## config.mk

```make
export PLATFORM = sky130hd
export DESIGN_NAME = miss_handler
export DESIGN_NICKNAME = d
export VERILOG_FILES = /design/src/rtl/miss_handler.sv
export SDC_FILE = /design/constraint.sdc
export NUM_CORES = 1
export LEC_CHECK = 0
export CAP_MARGIN = 20
export CORE_ASPECT_RATIO = 1.4
export CORE_MARGIN = 5
export CORE_UTILIZATION = 36
export DETAILED_ROUTE_END_ITERATION = 8
export PLACE_DENSITY_LB_ADDON = 0.12
export SLEW_MARGIN = 20
export SYNTH_ARGS = -nofsm -noshare
export SYNTH_HDL_FRONTEND = slang
export SYNTH_SLANG_ARGS = --single-unit
export TNS_END_PERCENT = 100
```

## constraint.sdc

```tcl
create_clock -name clk -period 4.5 [get_ports clk]
set_input_delay 1.35 -clock clk [delete_from_list [all_inputs] [get_ports clk]]
set_output_delay 1.35 -clock clk [all_outputs]
set_load 0.05 [all_outputs]
```

## src/rtl/miss_handler.sv

```systemverilog
// -----------------------------------------------------------------------------
// miss_handler
//
// Cache-miss responder for the pipeline hazard unit. It takes one I-cache
// (f_cmiss) or D-cache (m_cmiss) miss at a time, D first. It fetches the whole
// line from the memory port and streams each beat into the owning cache. When
// the line is complete it pulses f_arrival or m_arrival for one cycle, which
// releases the stall.
//
// Ports
//   clk, rstn           clock (rising edge), asynchronous active-low reset
//   f_cmiss, f_addr     fetch miss request and byte address (held until arrival)
//   f_cancel            fetch miss withdrawn; the line still fills, arrival is dropped
//   m_cmiss, m_addr     data miss request and byte address (held until arrival)
//   mem_req, mem_addr   line read request, line-aligned address
//   mem_gnt             memory accepted the request
//   mem_rvalid/rdata    read beats, one word per valid cycle
//   rf_we_i, rf_we_d    refill write strobe into the I- or D-cache
//   rf_addr, rf_data    refill word byte address and data
//   f_arrival           fetch miss serviced, one-cycle pulse
//   m_arrival           data miss serviced, one-cycle pulse
//   busy                refill in progress (any state but IDLE)
// -----------------------------------------------------------------------------
module miss_handler #(
    parameter int ADDR_W     = 32,
    parameter int DATA_W     = 32,
    parameter int LINE_WORDS = 4
) (
    input  logic              clk,
    input  logic              rstn,
    input  logic              f_cmiss,
    input  logic [ADDR_W-1:0] f_addr,
    input  logic              f_cancel,
    input  logic              m_cmiss,
    input  logic [ADDR_W-1:0] m_addr,
    output logic              mem_req,
    output logic [ADDR_W-1:0] mem_addr,
    input  logic              mem_gnt,
    input  logic              mem_rvalid,
    input  logic [DATA_W-1:0] mem_rdata,
    output logic              rf_we_i,
    output logic              rf_we_d,
    output logic [ADDR_W-1:0] rf_addr,
    output logic [DATA_W-1:0] rf_data,
    output logic              f_arrival,
    output logic              m_arrival,
    output logic              busy
);

    localparam int CNT_W      = $clog2(LINE_WORDS);
    localparam int BYTE_OFF_W = $clog2(DATA_W / 8);
    // Byte-offset bits inside one line; cleared to form the line base address.
    localparam logic [ADDR_W-1:0] LINE_MASK = ADDR_W'(LINE_WORDS * (DATA_W / 8) - 1);
    localparam logic [CNT_W-1:0]  LAST_BEAT = CNT_W'(LINE_WORDS - 1);

    typedef enum logic [1:0] {
        IDLE,
        REQ,
        BEAT,
        DONE
    } state_e;

    state_e            state_q, state_d;
    logic [CNT_W-1:0]  cnt_q, cnt_d;
    logic              src_is_d_q, src_is_d_d;  // 1: serving D-cache, 0: I-cache
    logic              cancel_q, cancel_d;      // fetch miss withdrawn mid-refill
    logic [ADDR_W-1:0] base_q, base_d;
    logic              mem_req_q, busy_q, f_arrival_q, m_arrival_q;
    logic              beat_we;

    // NOTE: every variable gets its hold value first, so no path leaves it
    // unassigned and no latch is inferred.
    always_comb begin
        state_d    = state_q;
        cnt_d      = cnt_q;
        src_is_d_d = src_is_d_q;
        cancel_d   = cancel_q;
        base_d     = base_q;

        case (state_q)
            IDLE: begin
                cnt_d    = '0;
                cancel_d = 1'b0;
                if (m_cmiss) begin
                    src_is_d_d = 1'b1;
                    base_d     = m_addr & ~LINE_MASK;
                    state_d    = REQ;
                end else if (f_cmiss) begin
                    src_is_d_d = 1'b0;
                    base_d     = f_addr & ~LINE_MASK;
                    state_d    = REQ;
                end
            end
            REQ: begin
                if (mem_gnt) begin
                    cnt_d   = '0;
                    state_d = BEAT;
                end
            end
            BEAT: begin
                if (mem_rvalid) begin
                    cnt_d = cnt_q + CNT_W'(1);  // wraps to 0 after the last beat
                    if (cnt_q == LAST_BEAT) begin
                        state_d = DONE;
                    end
                end
            end
            DONE: begin
                state_d = IDLE;
            end
            default: begin
                state_d = IDLE;
            end
        endcase

        // A cancelled fetch still fills the line (the data is valid), only
        // the arrival pulse is withheld. Cancels for a D refill are ignored.
        if (f_cancel && (state_q != IDLE) && !src_is_d_q) begin
            cancel_d = 1'b1;
        end
    end

    // NOTE: sequential state uses non-blocking assignments only, so every flop
    // samples the pre-edge values regardless of statement order.
    always_ff @(posedge clk or negedge rstn) begin
        if (!rstn) begin
            state_q     <= IDLE;
            cnt_q       <= '0;
            src_is_d_q  <= 1'b0;
            cancel_q    <= 1'b0;
            base_q      <= '0;
            mem_req_q   <= 1'b0;
            busy_q      <= 1'b0;
            f_arrival_q <= 1'b0;
            m_arrival_q <= 1'b0;
        end else begin
            state_q     <= state_d;
            cnt_q       <= cnt_d;
            src_is_d_q  <= src_is_d_d;
            cancel_q    <= cancel_d;
            base_q      <= base_d;
            // Outputs are registered from the next state so they are glitch-free
            // and drop immediately with reset.
            mem_req_q   <= (state_d == REQ);
            busy_q      <= (state_d != IDLE);
            m_arrival_q <= (state_d == DONE) && src_is_d_d;
            f_arrival_q <= (state_d == DONE) && !src_is_d_d && !cancel_d;
        end
    end

    // Refill writes follow mem_rvalid in the same cycle.
    assign beat_we   = (state_q == BEAT) && mem_rvalid;
    assign rf_we_d   = beat_we && src_is_d_q;
    assign rf_we_i   = beat_we && !src_is_d_q;
    assign rf_addr   = beat_we ? base_q + (ADDR_W'(cnt_q) << BYTE_OFF_W) : '0;
    assign rf_data   = beat_we ? mem_rdata : '0;

    assign mem_req   = mem_req_q;
    assign mem_addr  = mem_req_q ? base_q : '0;
    assign busy      = busy_q;
    assign f_arrival = f_arrival_q;
    assign m_arrival = m_arrival_q;

endmodule

```

# [After elaboration in Yosys (flattened, before gate mapping)]
# Cells that the tools add are included.
[classes] addsub=2 n_eq_ne=8 n_mux=19 n_reduce_logical=18
[op_table] operator="$mux W32" count=5
[op_table] operator="$add A32 B4 Y32" count=1
[op_table] operator="$mux W2" count=7
[op_table] operator="$eq A2 B2 Y1 const B" count=4
[op_table] operator="$logic_and A1 B1 Y1" count=8
[op_table] operator="$pmux W2 S4" count=1
[op_table] operator="$pmux W2 S3" count=1
[op_table] operator="$reduce_bool A2 Y1" count=3
[op_table] operator="$mux W1" count=5
[op_table] operator="$eq A2 B1 Y1 const B" count=2
[op_table] operator="$ne A2 B2 Y1 const B" count=2
[op_table] operator="$logic_not A1 Y1" count=3
[op_table] operator="$reduce_and A3 Y1" count=1
[op_table] operator="$reduce_bool A3 Y1" count=1
[op_table] operator="$add A2 B1 Y2 const B" count=1
[op_table] operator="$logic_not A2 Y1" count=1
[op_table] operator="$reduce_and A2 Y1" count=1
[totals] ff_bits=42 input_bits=103 wordCells=56

# [Depth between registers and ports, before layout]
[logic_depth] depth_word=7 ltp_mapped=6

# [Least setup slack after synthesis]
# No wires, ideal clock.
[synth_path] kind="in2out" from="input port mem_rvalid" to="output port rf_data[10]" t_arrival_ns=2.305 path_slack_ns=0.845 cell_stages=4 path_cell_list="and3b_1 buf_2 buf_2 and2_1"
[synth_via] elab_chain_cells=2
[synth_lines] element="start: declaration" line="39" rtl="input logic mem_rvalid,"
[synth_lines] element="$logic_and A1 B1 Y1" line="152" rtl="assign beat_we = (state_q == BEAT) && mem_rvalid;"
[synth_lines] element="$mux W32" line="156" rtl="assign rf_data = beat_we ? mem_rdata : '0;"
[synth_lines] element="end: declaration" line="44" rtl="output logic [DATA_W-1:0] rf_data,"
# Every way passes these cells.

# [Worst setup path after layout]
[layout_path] from="input port mem_rvalid" to="output port rf_data[5]"
# Same word-level chain as after synthesis.

==> impl_metrics.toml <==
[run_status]
status = "finished, final reports clean"

[global_route]
grt_overflow = 0
antenna_found_initial = 0
grt_usage_pct = 18.4
grt_pass1_wl_um = 12500
first_global_vias = 2431
grt_start_max_net_pins = 39

[synthesis]
netlist_instances = 234
synth-seq-cells = 38
yosysWarnings = 0
synth_area_per_cell_um2 = 11.0
synth.cell_area_mm2 = 0.00256
synth-seq-area-share_pct = 37.1
yosysUniqueCellTypes = 28

[sta]
fmax_ghz = 0.246
drv_slew = 0
finClkSkew_ns = 0.00706
hold_viol_final = 0
worstMarginPinSlew_ns = 0.948
setup_tns_ns = 0
fin_crit_ns = 4.07
rsz0062_at_grt = "no"
fin_crit_sh_pct = 90.5
finalSetupViolations = 0
max_slew_margin_pct = 36.8

[clock_tree]
clock_sinks = 38
clockBufferDepth = 2
ctsResizeCount = 0
htree_levels = 2
clkTransAtPathRegs_ns = 0.08
post_cts_buffers = 0
numCtsBuffers = 5
clkLatencyLatePin_ns = 0.28
cts.hold.buffers_added = 0
cts-root-buf = "clkbuf_8"
cts_tree = "done"

[route]
met2_length_um = 4490
num_vias = 2375
wirelength_um = 8730
via_per_inst = 4.63
first_pass_iters = 4
drt-wirelength-per-cell_um = 17.0
wl_met3_um = 1110
antenna_left = 0
highest_layer = "met4"
drc_errors = 0
wl_met1_um = 3030
drt-initial-drc-count = 75

[critical_path]
crit_fanout = 37
crit_type = "in2out"
reg2reg_from = "state_q[0]"
cp_data_required_time_ns = 3.15
cp-end-kind = "output port"
startpoint = "mem_rvalid"
start_kind = "input port"
worst_ep_arrival_time_ns = 2.72

[die]
die_area_mm2 = 0.00894
num_rows = 36
die_width_um = 81.3
die_h_um = 110
coreArea_mm2 = 0.00694
start_util_pct = 37.0
io_pins = 205

[place]
routabilityCongestion = 0.810
dp_cells = 505
hpwl_um = 6950
port_buffers = 190

[job]
cap_violations = 0

[pwr]
p_per_area_mw_per_mm2 = 585
p_leak_nw = 2.22
ir_drop_mv = 0.413

[finish]
area_growth_syn_to_layout_pct = 104
antenna_cells = 0
final_cells = 513
fin_nets = 521
drive_gt1_share_pct = 30.6

[worst_hold_path]
hp-class = "reg2reg"
min_from = "cancel_q"
-- state kept, by name (all words and copies together), names as in the netlist --
register    cells
base_q         28
busy            1
cancel_q        1
cnt_q           2
f_arrival       1
m_arrival       1
mem_req         1
src_is_d_q      1
state_q         2
-- placed cells by master, fill, tap and decap left out --
cell               n
mux2_1             8
clkbuf_8           5
and3b_1            1
mux2_2            29
or3b_1             1
buf_4              3
a21oi_1            2
clkdlybuf4s50_1  125
buf_12            64
conb_1             6
inv_1              4
o31ai_1            1
buf_2              1
dfrtp_1           38
clkinv_4           1
and2_1            92
mux2i_1            1
nand2_1            3
ha_1               1
o2111a_1           1
a22oi_2            1
o21a_2             1
nand2b_1           1
mux2_4            20
nand3b_1           1
a22o_1             2
nor2_2             1
nor2_1             2
bufinv_16          2
-- area by class of cell --
type / count / area, µm²
tap: 95 / 119
clock inverter: 3 / 68.8
fill: 494 / 1690
sequential: 38 / 951
multi-input combinational: 175 / 1460
clock buffer: 5 / 68.8
timing repair buffer: 193 / 2560
inverter: 4 / 15.0
-- worst paths after layout --
| path | cells after the start | end | slack, ns |
|---|---|---|---|
| hold reg to reg | 2 | cancel_q | 0.49 |
| min in group asynchronous | 1 | base_q[6] | 1.19 |
| setup / recovery | 5 | rf_data[5] | 0.43 |
| setup reg to reg | 3 | base_q[24] | 2.48 |
| max in group asynchronous | 1 | base_q[16] | 2.75 |
| hold / removal | 2 | cancel_q | 0.49 |
-- per-layer routing --
layer  GRT usage, %  vias up
met5              0        -
met4           4.47        0
met3           7.46        6
met2           34.1      135
met1           18.7     1108
li1               -     1126
-- Yosys cell counts (all sizes together) --
cell	instances	area share, %
mux2i	1	0.39
nand2b	1	0.24
dfrtp	38	37
and3b	1	0.34
nand3b	1	0.29
conb	1	0.15
o31ai	1	0.29
nand2	3	0.44
nor2	3	0.54
o21a	1	0.29
a22o	2	0.68
mux2	57	28
buf	15	5.1
inv	4	0.59
a22oi	1	0.49
ha	1	0.49
or3b	1	0.34
clkbuf	7	1.0
o2111a	1	0.44
and2	92	22
a21oi	2	0.39
-- metrics by stage --
stage | power, mW | utilization (%) | hold WS [ns] | worst slack (ns) | instance area (µm²)
5_1_grt | 3.21 | 75.6 | 0.530 | 0.345 | 5240
3_3_place_gp | 2.71 | 73.6 | 0.468 | 0.425 | 5110
2_1_floorplan | 1.95 | - | 0.449 | 0.845 | 2580
3_5_place_dp | 2.74 | 73.6 | 0.475 | 0.414 | 5110
6_report | 3.07 | 75.6 | 0.491 | 0.428 | 5240
4_1_cts | 3.10 | 75.6 | 0.493 | 0.411 | 5240
-- critical path, cell delays in order --
cell             delay, ns
clkdlybuf4s50_1       0.50
and3b_1               0.18
buf_4                 0.29
and2_1                0.25
buf_12                0.15
-- logic make-up after synthesis --
logic type,Yosys count,synth area share (%)
and+or+nand+nor,102,24.6
muxes,58,28.3
DFF,38,37.1
buffers and inverters,26,6.73
AOI/OAI and AO/OA,8,2.59
adders and majority gates,1,0.488
other,1,0.146
-- power breakdown --
part           internal, mW  leakage [nW]  switching [mW]
clock                 0.222        0.0683           0.124
combinational         0.927          1.70            1.14
sequential            0.505         0.455           0.144
Power figures use the tool's default switching activity.
